==> src/rtl/clint_mh_pkg.sv <==
// Shared CLINT definitions: register offsets, response codes, FSM states and
// the address decoder / byte-merge helpers used by the top and the mtime counter.
package clint_pkg;

    localparam logic [15:0] MSIP_OFF     = 16'h0000;
    localparam logic [15:0] MTIMECMP_OFF = 16'h4000;
    localparam logic [15:0] MTIME_OFF    = 16'hBFF8;

    typedef enum logic [1:0] {
        RESP_OKAY   = 2'b00,
        RESP_SLVERR = 2'b10
    } axi_resp_t;

    typedef enum logic {
        RD_IDLE,
        RD_RESP
    } rd_state_t;

    typedef enum logic [1:0] {
        WR_IDLE,
        WR_WAIT_W,
        WR_WAIT_AW,
        WR_RESP
    } wr_state_t;

    typedef enum logic [1:0] {
        REG_NONE,
        REG_MSIP,
        REG_MTIMECMP,
        REG_MTIME
    } reg_kind_t;

    typedef struct packed {
        reg_kind_t  kind;
        logic [2:0] hart;
        logic       hi;
    } reg_sel_t;

    // Misaligned, out-of-region and absent-hart addresses all map to REG_NONE.
    function automatic reg_sel_t decode(input logic [31:0] addr,
                                        input logic [15:0] base_hi,
                                        input int unsigned num_harts);
        reg_sel_t   sel;
        logic [15:0] off;
        sel.kind = REG_NONE;
        sel.hart = '0;
        sel.hi   = 1'b0;
        off      = addr[15:0];
        if (addr[31:16] == base_hi && off[1:0] == 2'b00) begin
            if (off[15:5] == MSIP_OFF[15:5]) begin
                sel.hart = off[4:2];
                if (32'(off[4:2]) < num_harts) sel.kind = REG_MSIP;
            end else if (off[15:6] == MTIMECMP_OFF[15:6]) begin
                sel.hart = off[5:3];
                sel.hi   = off[2];
                if (32'(off[5:3]) < num_harts) sel.kind = REG_MTIMECMP;
            end else if (off[15:3] == MTIME_OFF[15:3]) begin
                sel.hi   = off[2];
                sel.kind = REG_MTIME;
            end
        end
        return sel;
    endfunction

    function automatic logic [31:0] merge_bytes(input logic [31:0] old,
                                                input logic [31:0] data,
                                                input logic [3:0]  strb);
        logic [31:0] res;
        res = old;
        for (int unsigned b = 0; b < 4; b++) begin
            if (strb[b]) res[b*8 +: 8] = data[b*8 +: 8];
        end
        return res;
    endfunction

endpackage

==> src/rtl/clint_mh_if.sv <==
// AXI4-Lite bus bundle (32-bit address/data) with master and slave views.
interface axi_lite_if;
    logic [31:0] awaddr;
    logic        awvalid;
    logic        awready;
    logic [31:0] wdata;
    logic [3:0]  wstrb;
    logic        wvalid;
    logic        wready;
    logic [1:0]  bresp;
    logic        bvalid;
    logic        bready;
    logic [31:0] araddr;
    logic        arvalid;
    logic        arready;
    logic [31:0] rdata;
    logic [1:0]  rresp;
    logic        rvalid;
    logic        rready;

    modport master (
        output awaddr, awvalid, wdata, wstrb, wvalid, bready, araddr, arvalid, rready,
        input  awready, wready, bresp, bvalid, arready, rdata, rresp, rvalid
    );

    modport slave (
        input  awaddr, awvalid, wdata, wstrb, wvalid, bready, araddr, arvalid, rready,
        output awready, wready, bresp, bvalid, arready, rdata, rresp, rvalid
    );
endinterface

==> src/rtl/clint_mtime_counter.sv <==
// Tick prescaler plus free-running 64-bit mtime with a byte-strobed,
// half-selected write port that overrides the tick in the cycle it is used.
module clint_mtime_counter
    import clint_pkg::*;
#(
    parameter int unsigned PRESCALE = 1
) (
    input  logic        clk,
    input  logic        reset_n,
    input  logic        wr_en,
    input  logic        wr_hi,
    input  logic [31:0] wr_data,
    input  logic [3:0]  wr_strb,
    output logic [63:0] mtime,
    output logic        tick
);

    logic [15:0] presc;
    logic [31:0] merged;

    assign tick = (presc == 16'(PRESCALE - 1));

    always_comb begin
        merged = merge_bytes(wr_hi ? mtime[63:32] : mtime[31:0], wr_data, wr_strb);
    end

    // The prescaler keeps running across mtime writes; only the increment is dropped.
    always_ff @(posedge clk or negedge reset_n) begin
        if (!reset_n) begin
            presc <= '0;
            mtime <= '0;
        end else begin
            presc <= tick ? '0 : presc + 16'd1;
            if (wr_en) begin
                if (wr_hi) mtime[63:32] <= merged;
                else       mtime[31:0]  <= merged;
            end else if (tick) begin
                mtime <= mtime + 64'd1;
            end
        end
    end

endmodule

==> src/rtl/clint_mh.sv <==
// Multi-hart CLINT: AXI4-Lite decode, independent read/write FSMs, msip and
// mtimecmp banks and registered interrupt outputs. Define CLINT_MTIME_WRITE_EN
// to make mtime writable; otherwise mtime writes complete with SLVERR.
module clint_mh
    import clint_pkg::*;
#(
    parameter logic [31:0] BASE_ADDR = 32'ha000_0000,
    parameter int unsigned NUM_HARTS = 1,
    parameter int unsigned PRESCALE  = 1
) (
    input  logic                 clk,
    input  logic                 reset_n,
    axi_lite_if.slave            s,
    output logic [NUM_HARTS-1:0] mtip,
    output logic [NUM_HARTS-1:0] msip
);

    rd_state_t rd_state, rd_next;
    wr_state_t wr_state, wr_next;

    logic [63:0]          mtimecmp_q [NUM_HARTS];
    logic [NUM_HARTS-1:0] msip_q;
    logic [63:0]          mtime;

    logic [31:0] aw_addr_q, w_data_q;
    logic [3:0]  w_strb_q;

    reg_sel_t    rd_sel, wr_sel;
    logic [31:0] rd_val, wr_addr, wr_data;
    logic [3:0]  wr_strb;
    logic        rd_err, wr_err, wr_commit, mtime_wr;
    logic        ar_hs, aw_hs, w_hs;

    assign ar_hs = s.arvalid && s.arready;
    assign aw_hs = s.awvalid && s.awready;
    assign w_hs  = s.wvalid  && s.wready;

    always_ff @(posedge clk or negedge reset_n) begin
        if (!reset_n) begin
            rd_state <= RD_IDLE;
            wr_state <= WR_IDLE;
        end else begin
            rd_state <= rd_next;
            wr_state <= wr_next;
        end
    end

    always_comb begin
        rd_next   = rd_state;
        s.arready = 1'b0;
        s.rvalid  = 1'b0;
        case (rd_state)
            RD_IDLE: begin
                s.arready = 1'b1;
                if (s.arvalid) rd_next = RD_RESP;
            end
            RD_RESP: begin
                s.rvalid = 1'b1;
                if (s.rready) rd_next = RD_IDLE;
            end
            default: rd_next = RD_IDLE;
        endcase
    end

    always_comb begin
        wr_next   = wr_state;
        s.awready = 1'b0;
        s.wready  = 1'b0;
        s.bvalid  = 1'b0;
        wr_commit = 1'b0;
        case (wr_state)
            WR_IDLE: begin
                s.awready = 1'b1;
                s.wready  = 1'b1;
                if (s.awvalid && s.wvalid) begin
                    wr_commit = 1'b1;
                    wr_next   = WR_RESP;
                end else if (s.awvalid) begin
                    wr_next = WR_WAIT_W;
                end else if (s.wvalid) begin
                    wr_next = WR_WAIT_AW;
                end
            end
            WR_WAIT_W: begin
                s.wready = 1'b1;
                if (s.wvalid) begin
                    wr_commit = 1'b1;
                    wr_next   = WR_RESP;
                end
            end
            WR_WAIT_AW: begin
                s.awready = 1'b1;
                if (s.awvalid) begin
                    wr_commit = 1'b1;
                    wr_next   = WR_RESP;
                end
            end
            WR_RESP: begin
                s.bvalid = 1'b1;
                if (s.bready) wr_next = WR_IDLE;
            end
            default: wr_next = WR_IDLE;
        endcase
    end

    always_comb begin
        rd_sel = decode(s.araddr, BASE_ADDR[31:16], NUM_HARTS);
        rd_err = (rd_sel.kind == REG_NONE);
        rd_val = '0;
        case (rd_sel.kind)
            REG_MSIP: begin
                for (int unsigned h = 0; h < NUM_HARTS; h++) begin
                    if (rd_sel.hart == 3'(h)) rd_val = {31'b0, msip_q[h]};
                end
            end
            REG_MTIMECMP: begin
                for (int unsigned h = 0; h < NUM_HARTS; h++) begin
                    if (rd_sel.hart == 3'(h))
                        rd_val = rd_sel.hi ? mtimecmp_q[h][63:32] : mtimecmp_q[h][31:0];
                end
            end
            REG_MTIME: rd_val = rd_sel.hi ? mtime[63:32] : mtime[31:0];
            default:   rd_val = '0;
        endcase
    end

    // Whichever half of the AW/W pair arrived first comes from the holding registers.
    always_comb begin
        wr_addr = (wr_state == WR_WAIT_W)  ? aw_addr_q : s.awaddr;
        wr_data = (wr_state == WR_WAIT_AW) ? w_data_q  : s.wdata;
        wr_strb = (wr_state == WR_WAIT_AW) ? w_strb_q  : s.wstrb;
        wr_sel  = decode(wr_addr, BASE_ADDR[31:16], NUM_HARTS);
`ifdef CLINT_MTIME_WRITE_EN
        wr_err  = (wr_sel.kind == REG_NONE);
`else
        wr_err  = (wr_sel.kind == REG_NONE) || (wr_sel.kind == REG_MTIME);
`endif
        mtime_wr = wr_commit && !wr_err && (wr_sel.kind == REG_MTIME) && (wr_strb != 4'b0000);
    end

    clint_mtime_counter #(
        .PRESCALE (PRESCALE)
    ) u_mtime (
        .clk     (clk),
        .reset_n (reset_n),
        .wr_en   (mtime_wr),
        .wr_hi   (wr_sel.hi),
        .wr_data (wr_data),
        .wr_strb (wr_strb),
        .mtime   (mtime),
        .tick    ()
    );

    always_ff @(posedge clk or negedge reset_n) begin
        if (!reset_n) begin
            aw_addr_q <= '0;
            w_data_q  <= '0;
            w_strb_q  <= '0;
            msip_q    <= '0;
            mtip      <= '0;
            msip      <= '0;
            s.rdata   <= '0;
            s.rresp   <= RESP_OKAY;
            s.bresp   <= RESP_OKAY;
            for (int unsigned h = 0; h < NUM_HARTS; h++) mtimecmp_q[h] <= '1;
        end else begin
            if (aw_hs) aw_addr_q <= s.awaddr;
            if (w_hs) begin
                w_data_q <= s.wdata;
                w_strb_q <= s.wstrb;
            end
            if (ar_hs) begin
                s.rdata <= rd_err ? '0 : rd_val;
                s.rresp <= rd_err ? RESP_SLVERR : RESP_OKAY;
            end
            if (wr_commit) begin
                s.bresp <= wr_err ? RESP_SLVERR : RESP_OKAY;
                for (int unsigned h = 0; h < NUM_HARTS; h++) begin
                    if (!wr_err && wr_sel.hart == 3'(h)) begin
                        if (wr_sel.kind == REG_MSIP && wr_strb[0]) msip_q[h] <= wr_data[0];
                        if (wr_sel.kind == REG_MTIMECMP) begin
                            if (wr_sel.hi)
                                mtimecmp_q[h][63:32] <= merge_bytes(mtimecmp_q[h][63:32], wr_data, wr_strb);
                            else
                                mtimecmp_q[h][31:0]  <= merge_bytes(mtimecmp_q[h][31:0], wr_data, wr_strb);
                        end
                    end
                end
            end
            for (int unsigned h = 0; h < NUM_HARTS; h++) mtip[h] <= (mtime >= mtimecmp_q[h]);
            msip <= msip_q;
        end
    end

endmodule
==> src/flat_wrapper.sv <==
// flat-port wrapper written by rule: the top's interface ports become plain ports
module clint_mh_flat import clint_pkg::*;
#(
    parameter logic [31:0] BASE_ADDR = 32'ha000_0000,
    parameter int unsigned NUM_HARTS = 1,
    parameter int unsigned PRESCALE  = 1
)
  (clk, reset_n, mtip, msip, s_awaddr, s_awvalid, s_wdata, s_wstrb, s_wvalid, s_bready, s_araddr, s_arvalid, s_rready, s_awready, s_wready, s_bresp, s_bvalid, s_arready, s_rdata, s_rresp, s_rvalid);
  axi_lite_if s_i ();
  input  logic clk;
  input  logic reset_n;
  output logic [NUM_HARTS-1:0] mtip;
  output logic [NUM_HARTS-1:0] msip;
  input wire logic [$bits(s_i.awaddr)-1:0] s_awaddr;
  input wire logic [$bits(s_i.awvalid)-1:0] s_awvalid;
  input wire logic [$bits(s_i.wdata)-1:0] s_wdata;
  input wire logic [$bits(s_i.wstrb)-1:0] s_wstrb;
  input wire logic [$bits(s_i.wvalid)-1:0] s_wvalid;
  input wire logic [$bits(s_i.bready)-1:0] s_bready;
  input wire logic [$bits(s_i.araddr)-1:0] s_araddr;
  input wire logic [$bits(s_i.arvalid)-1:0] s_arvalid;
  input wire logic [$bits(s_i.rready)-1:0] s_rready;
  output wire logic [$bits(s_i.awready)-1:0] s_awready;
  output wire logic [$bits(s_i.wready)-1:0] s_wready;
  output wire logic [$bits(s_i.bresp)-1:0] s_bresp;
  output wire logic [$bits(s_i.bvalid)-1:0] s_bvalid;
  output wire logic [$bits(s_i.arready)-1:0] s_arready;
  output wire logic [$bits(s_i.rdata)-1:0] s_rdata;
  output wire logic [$bits(s_i.rresp)-1:0] s_rresp;
  output wire logic [$bits(s_i.rvalid)-1:0] s_rvalid;
  assign s_i.awaddr = s_awaddr;
  assign s_i.awvalid = s_awvalid;
  assign s_i.wdata = s_wdata;
  assign s_i.wstrb = s_wstrb;
  assign s_i.wvalid = s_wvalid;
  assign s_i.bready = s_bready;
  assign s_i.araddr = s_araddr;
  assign s_i.arvalid = s_arvalid;
  assign s_i.rready = s_rready;
  assign s_awready = s_i.awready;
  assign s_wready = s_i.wready;
  assign s_bresp = s_i.bresp;
  assign s_bvalid = s_i.bvalid;
  assign s_arready = s_i.arready;
  assign s_rdata = s_i.rdata;
  assign s_rresp = s_i.rresp;
  assign s_rvalid = s_i.rvalid;
  clint_mh #(.BASE_ADDR(BASE_ADDR), .NUM_HARTS(NUM_HARTS), .PRESCALE(PRESCALE)) u_core (.clk(clk), .reset_n(reset_n), .s(s_i), .mtip(mtip), .msip(msip));
endmodule
==> config.mk <==
export PLATFORM = sky130hd
export DESIGN_NAME = clint_mh_flat
export DESIGN_NICKNAME = d
export VERILOG_FILES = /design/src/rtl/clint_mh_pkg.sv /design/src/rtl/clint_mh_if.sv /design/src/rtl/clint_mtime_counter.sv /design/src/rtl/clint_mh.sv /design/src/flat_wrapper.sv
export SDC_FILE = /design/constraint.sdc
export NUM_CORES = 1
export LEC_CHECK = 0
export BUFFER_PORTS_ARGS = -buffer_cell sky130_fd_sc_hd__buf_2
export CORE_ASPECT_RATIO = 1.4
export CORE_MARGIN = 1
export CORE_UTILIZATION = 45
export CTS_CLUSTER_SIZE = 28
export DETAILED_ROUTE_END_ITERATION = 16
export HOLD_SLACK_MARGIN = 0.02
export PLACE_DENSITY = 0.6
export SETUP_SLACK_MARGIN = 0.15
export SYNTH_ARGS = -nofsm -noshare
export SYNTH_HDL_FRONTEND = slang
export SYNTH_SLANG_ARGS = --single-unit
==> constraint.sdc <==
create_clock -name clk -period 7.2 [get_ports clk]
set_clock_uncertainty 0.1 [all_clocks]
set_input_delay 0.72 -clock clk [delete_from_list [all_inputs] [get_ports clk]]
set_output_delay 0.72 -clock clk [all_outputs]
set_load 0.01 [all_outputs]
=== Yosys cells after proc, flatten, opt, wreduce, memory -nomap -nowiden ===
Cells that the tools add are included.

* Flip-flop bits (word level): 254
* Bits of input ports: 107
* Output and inout port bits: 43

* $add $sub $neg: 2
* $lt $le $gt $ge: 5
* Equal/unequal tests: 21
* Mux-type cells: 60
* Bitwise gates (word level): 2
* Reduce and logical (&&, ||, !) cells: 39

{| class="wikitable"
|+ Operator list
! kind !! number
|-
| 32-bit 2-to-1 mux || 9
|-
| 64-bit 2-to-1 mux || 2
|-
| 32-bit case mux with 3 select lines || 1
|-
| 64-bit by 1-bit adder with 64-bit output, second input constant || 1
|-
| 64-bit >= comparator || 1
|-
| 5-bit AND reduction || 8
|-
| 16-bit == test, second input constant || 2
|-
| 8-bit 2-to-1 mux || 4
|-
| 2-bit 2-to-1 mux || 14
|-
| 13-bit == test, second input constant || 2
|-
| 11-bit zero test || 2
|-
| 10-bit by 9-bit == test with 1-bit output, second input constant || 2
|-
| 1-bit 2-to-1 mux || 19
|-
| 16-bit by 1-bit adder with 16-bit output, second input constant || 1
|-
| 16-bit zero test || 1
|-
| 16-bit 2-to-1 mux || 1
|-
| 2-bit == test, second input constant || 6
|-
| 3-bit by 1-bit less-than comparator with 1-bit output, second input constant || 4
|-
| 6-bit 2-to-1 mux || 2
|-
| 1-bit logical AND || 11
|-
| 2-bit zero test || 5
|-
| 5-bit 2-to-1 mux || 2
|-
| 2-bit != test, second input constant || 4
|-
| 2-bit case mux with 4 select lines || 1
|-
| other kinds (17) || 24
|}

=== Longest topological paths before layout ===
* Depth in word-level cells: 15
* Depth in mapped cells: 19
* Depth with buffers taken out: 15

=== By module ===
Synthesis repeated with hierarchy kept, for this count alone.

* Cell total of the unflattened synthesis: 1725
* Area, all modules: 16550.9 µm²

{| class="wikitable"
|+ By module, submodules not included
! module !! instances !! cells an instance !! area each (µm²) !! seq. area each (µm²)
|-
| clint_mh || 1 || 938 || 10263.6 || 4384.2
|-
| clint_mtime_counter || 1 || 787 || 6287.3 || 2001.9
|}

=== Least setup slack after synthesis ===
No wires, ideal clock.

* Kind: input port to flip-flop
* From: input s_awaddr[11]
* To: register u_core.u_mtime.mtime[52]
* Setup time: 0.125 ns
* Arrival time: 3.612 ns
* Required time: 6.975 ns
* Path slack: 3.363 ns
* Stages: 15
* Path buffers: 2
* Cell sequence: nor4_1 > nand4_1 > and2_1 > buf_2 > nor2_1 > nor2_1 > nor2_1 > ha_1 > o211a_1 > a31o_2 > buf_6 > or4_4 > o211ai_1 > o31a_1 > o31ai_1

* Longest elaborated chain between the ends: 14
* Elaborated cells on any way between the ends: 25
* Those cells by class: eq/ne (4); mux (12); reduce/logical (9)

{| class="wikitable"
|+ Ends and longest elaborated chain
! element !! line !! source
|-
| from (decl) || flat_wrapper.sv:14 || <nowiki>input wire logic [$bits(s_i.awaddr)-1:0] s_awaddr;</nowiki>
|-
| 32-bit 2-to-1 mux * || clint_mh.sv:129 || <nowiki>wr_addr = (wr_state == WR_WAIT_W) ? aw_addr_q : s.awaddr;</nowiki>
|-
| 13-bit == test || clint_mh_pkg.sv:57 || <nowiki>end else if (off[15:3] == MTIME_OFF[15:3]) begin</nowiki>
|-
| 2-bit 2-to-1 mux || clint_mh_pkg.sv:57 ||
|-
| 2-bit 2-to-1 mux || clint_mh_pkg.sv:53 || <nowiki>end else if (off[15:6] == MTIMECMP_OFF[15:6]) begin</nowiki>
|-
| 5-bit 2-to-1 mux || clint_mh_pkg.sv:50 || <nowiki>if (off[15:5] == MSIP_OFF[15:5]) begin</nowiki>
|-
| 6-bit 2-to-1 mux * || clint_mh_pkg.sv:49 || <nowiki>if (addr[31:16] == base_hi && off[1:0] == 2'b00) begin</nowiki>
|-
| 2-bit == test or 2-bit zero test (tied branches) || clint_mh.sv:136, clint_mh.sv:138 ||
|-
| 1-bit logical OR || clint_mh.sv:136 || <nowiki>wr_err = (wr_sel.kind == REG_NONE) || (wr_sel.kind == REG_MTIME);</nowiki>
|-
| 1-bit zero test || clint_mh.sv:138 || <nowiki>mtime_wr = wr_commit && !wr_err && (wr_sel.kind == REG_MTIME) && (wr_strb != 4'b0000);</nowiki>
|-
| 1-bit logical AND (3 in series) || clint_mh.sv:138 ||
|-
| 2-bit by 1-bit != test with 1-bit output (no line) or 2-bit nonzero test (tied branches) || -- ||
|-
| 2-bit AND reduction (no line) || -- ||
|-
| to (signal assigned) || clint_mtime_counter.sv:35 || <nowiki>if (wr_hi) mtime[63:32] <= merged;</nowiki>
|-
| to (signal assigned) || clint_mtime_counter.sv:38 || <nowiki>mtime <= mtime + 64'd1;</nowiki>
|-
| to (decl) || clint_mtime_counter.sv:14 || <nowiki>output logic [63:0] mtime,</nowiki>
|}

Every way passes the cells marked *; elsewhere a longest branch is shown, timed or not. The select of a mux whose other input is x is not followed.
A chain may end at the register's enable or synchronous reset.

=== Final worst setup path ===
* From: register u_core.wr_state[1]
* To: register u_core.u_mtime.mtime[2]

* Longest elaborated chain between the ends: 15
* Elaborated cells on any way between the ends: 39
* Those cells by class: order compare (2); eq/ne (7); mux (17); reduce/logical (13)

{| class="wikitable"
|+ Ends and longest elaborated chain
! element !! line !! source
|-
| from (decl) || clint_mh.sv:19 || <nowiki>wr_state_t wr_state, wr_next;</nowiki>
|-
| from (signal assigned) || clint_mh.sv:44 || <nowiki>wr_state <= wr_next;</nowiki>
|-
| 2-bit by 1-bit == test with 1-bit output || clint_mh.sv:71, clint_mh.sv:129 ||
|-
| 32-bit 2-to-1 mux || clint_mh.sv:129 ||
|-
| 3-bit by 1-bit less-than comparator with 1-bit output or 13-bit == test (tied branches) || clint_mh_pkg.sv:56, clint_mh_pkg.sv:57 ||
|-
| 2-bit 2-to-1 mux (on tied branches) || clint_mh_pkg.sv:56, clint_mh_pkg.sv:57 ||
|-
| 2-bit 2-to-1 mux || clint_mh_pkg.sv:53 ||
|-
| 5-bit 2-to-1 mux || clint_mh_pkg.sv:50 ||
|-
| 6-bit 2-to-1 mux || clint_mh_pkg.sv:49 ||
|-
| 2-bit == test or 2-bit zero test (tied branches) || clint_mh.sv:136, clint_mh.sv:138 ||
|-
| 1-bit logical OR || clint_mh.sv:136 ||
|-
| 1-bit zero test || clint_mh.sv:138 ||
|-
| 1-bit logical AND (3 in series) || clint_mh.sv:138 ||
|-
| 2-bit != test (no line) or 2-bit nonzero test (tied branches) || -- ||
|-
| 2-bit AND reduction (no line) || -- ||
|-
| to (signal assigned) || clint_mtime_counter.sv:36 || <nowiki>else mtime[31:0] <= merged;</nowiki>
|-
| to (signal assigned) || clint_mtime_counter.sv:38 ||
|}

Parallel ways exist; a longest one is shown, timed or not. The select of a mux whose other input is x is not followed.

==> flow_summary.json <==
{
  "run_status": "completed",
  "critical_path.endpoint_type": "register",
  "grt_util_all_layers": 0.271,
  "starting_drt_drc_count": 882,
  "synth_cell_types": 93,
  "flops_latches_synth": 252,
  "count_of_unresolved_drc_violations_after_routing": 0,
  "finalPower_uw": 4270,
  "synth_top_cell_by_area": "dfrtp_1",
  "die_area_um2": 36500,
  "netlist.area_leader.share": 0.293,
  "dpl_cell_area_um2": 17200,
  "core-area_um2": 35100,
  "regArea_um2": 6390,
  "reg2reg_depth": 16,
  "clock_path_buffers": 3,
  "via_count": 13400,
  "post_route_cells_drive_above_1_share": 0.296,
  "grt_overflow_total": 0,
  "postCtsSetupRepairBufs": 0,
  "drv.max_cap_violation_count": 0,
  "grt_pass1_vias": 13600,
  "relSlewSlack": 0.246,
  "rr_startpoint": "u_core.wr_state[1]",
  "critical_path.startpoint_type": "register",
  "drv_slew": 0,
  "synth-async-reset-ratio": 1.00,
  "largest_vdd_supply_drop_v": 0.000194,
  "finalCriticalPeriod_ns": 4.90,
  "synth-warning-count": 0,
  "cts_hold_buf": 0,
  "clockRootBuffer": "clkbuf_16",
  "final_common_cell": "dfrtp_1",
  "fin_setup_tns_ns": 0,
  "edff_count_synth": 0,
  "total_area_of_multi_input_combinational_cells_um2": 8840,
  "dpl_wire_length_um": 34300,
  "n_fill_cell": 3312,
  "worstPathMaxFanout": 17,
  "postSynth.topFlopCell": "dfrtp_1",
  "via_to_cell_ratio": 6.14,
  "tritoncts_num_sinks": 252,
  "post_synth_main_area_contributors": "dfrtp_1 29%, mux2_2 12%, dfstp_2 10%, ha_1 5.8%, mux4_2 3.2%",
  "synth-seq-area-share": 0.398,
  "rows": 81,
  "timing.critical_path.required_ns": 7.55,
  "route.detailed.wl_per_inst_um": 22.2,
  "grt_max_degree": 173,
  "grt_first_pass_wirelength_um": 76600,
  "grt_setup_unrepaired": "false",
  "die_w_um": 162,
  "synth.avg_cell_area_um2": 10.2,
  "routed_wl_um": 48300,
  "finalSetupViolCount": 0,
  "cts-htree-levels": 1,
  "finalCritPeriodShare": 0.681,
  "ctsResizeCount": 0,
  "endpoint_of_the_worst_register_to_register_path": "u_core.u_mtime.mtime[2]",
  "most_frequent_cells_in_the_layout": "188 x dfrtp_1, 168 x mux2_2, 146 x buf_2",
  "portBuffers": 147,
  "worst_ep_arrival_time_ns": 5.26,
  "clk_latency_ns": 0.57,
  "antenna_found_initial": 0,
  "layout_area_growth_over_synthesis_pct": 12.7,
  "setup.reg_to_reg.worst_slack_ns": 2.30,
  "postSynthCellCount": 1580,
  "cp-startpoint": "u_core.wr_state[1]",
  "die_height_um": 226,
  "timing_worst_slew_pin_value_ns": 1.13,
  "tritoncts": "done",
  "power_density_nw_per_um2": 236,
  "synth_area_um2": 16100,
  "cts-buffers-inserted": 28,
  "path_class": "reg2reg",
  "initial_core_util": 0.458,
  "finalHoldWorstSlack_ns": 0.0204,
  "stdcell_area_um2": 18100,
  "antenna_violating_nets_post_route": 0,
  "io_pins": 150,
  "drtPass1Iterations": 6,
  "worst_hold_check_path_type": "in2async",
  "nNetsFinal": 1879,
  "cell_leakage_power_uw": 0.00756,
  "gp_routability_congestion": 0.881,
  "achievable-frequency_mhz": 204,
  "clkTransAtPathRegs_ns": 0.07,
  "timing_hold_violations_final": 0
}
-- routing by layer --
layer	part of all wire	GRT usage	vias to the layer above
met4	0.048	0.135	0
met3	0.061	0.0361	116
met1	0.40	0.328	6634
met2	0.49	0.472	475
li1	-	-	6145
met5	0	0	-
-- area by class of cell --
class                           count  share of cell area
Multi-Input combinational cell   1132               0.489
Sequential cell                   252               0.353
Timing Repair Buffer              170              0.0514
Clock buffer                       41              0.0454
Tap cell                          456              0.0315
Inverter                          114              0.0236
Clock inverter                     11             0.00629
Antenna cell                        1            0.000138
-- stage by stage --
step,cells,setup slack (ns),utilization
2_1_floorplan,1581,3.36,-
3_3_place_gp,2124,2.51,0.489
3_5_place_dp,2124,2.34,0.489
4_1_cts,2176,2.37,0.516
5_1_grt,2176,1.90,0.516
6_report,2177,2.30,0.516
-- cells by family (layout without fill, tap and decap cells) --
| kind of cell | Yosys count | after routing | synth area share |
|---|---|---|---|
| and+or+nand+nor | 505 | 505 | 0.170 |
| AOI/OAI and AO/OA | 309 | 309 | 0.132 |
| DFF | 252 | 252 | 0.398 |
| muxes | 226 | 226 | 0.181 |
| buffers and inverters | 197 | 336 | 0.0527 |
| adders and majority gates | 74 | 74 | 0.0577 |
| xor gates and xnor gates | 16 | 16 | 0.00873 |
| other | 1 | 3 | 0.000234 |
-- flip-flops by register name, summed over array words and instances (netlist names), 2 cells and up --
signal,flops
u_core.aw_addr_q,32
u_core.mtimecmp_q,64
u_core.s.rdata,32
u_core.u_mtime.mtime,64
u_core.u_mtime.presc,16
u_core.w_data_q,32
u_core.w_strb_q,4
u_core.wr_state,2
-- power breakdown --
| group | internal, uW | switching, uW | total (uW) |
|---|---|---|---|
| logic | 465 | 580 | 1050 |
| clock network | 861 | 612 | 1470 |
| registers | 1630 | 125 | 1760 |
| total | 2960 | 1320 | 4270 |
-- worst max path at each step --
stage               depth (start not counted)                       end  slack, ns
floorplan                                  15  u_core.u_mtime.mtime[52]       3.36
global placement                           15   u_core.u_mtime.mtime[2]       2.51
detailed placement                         15   u_core.u_mtime.mtime[2]       2.34
CTS                                        16   u_core.u_mtime.mtime[2]       2.37
global route                               16   u_core.u_mtime.mtime[2]       1.90
finish                                     16   u_core.u_mtime.mtime[2]       2.30
-- synth_stat cells, drive strengths merged, types with 6 or more instances --
cell,n
a2111oi,7
a211o,12
a211oi,22
a21o,14
a21oi,57
a221oi,6
a31oi,14
and2,8
and3,29
and4,13
buf,48
clkbuf,35
dfrtp,188
dfstp,64
ha,74
inv,114
mux2,168
mux2i,26
mux4,32
nand2,115
nand2b,13
nand3,53
nand4,54
nor2,93
nor3,41
nor4,36
nor4b,6
o211ai,18
o21ai,82
o221ai,6
o31a,6
o31ai,7
o41ai,6
or2,8
or3,13
or4,6
xnor2,12
-- worst max-delay path: stages (launching register included) --
cell and delay [ns]:
dfrtp_1 0.40, inv_1 0.10, ha_1 0.44, nor4b_2 0.43
nand4_1 0.18, and2_1 0.32, nor2_1 0.14, nor2_1 0.05
nor2_1 0.17, ha_1 0.28, o211a_1 0.20, nand3_2 0.35
nor4_4 0.09, buf_4 0.25, nor2_1 0.80, a221oi_1 0.22
a311oi_1 0.27
No activity file was read; power rests on OpenSTA's default activity.
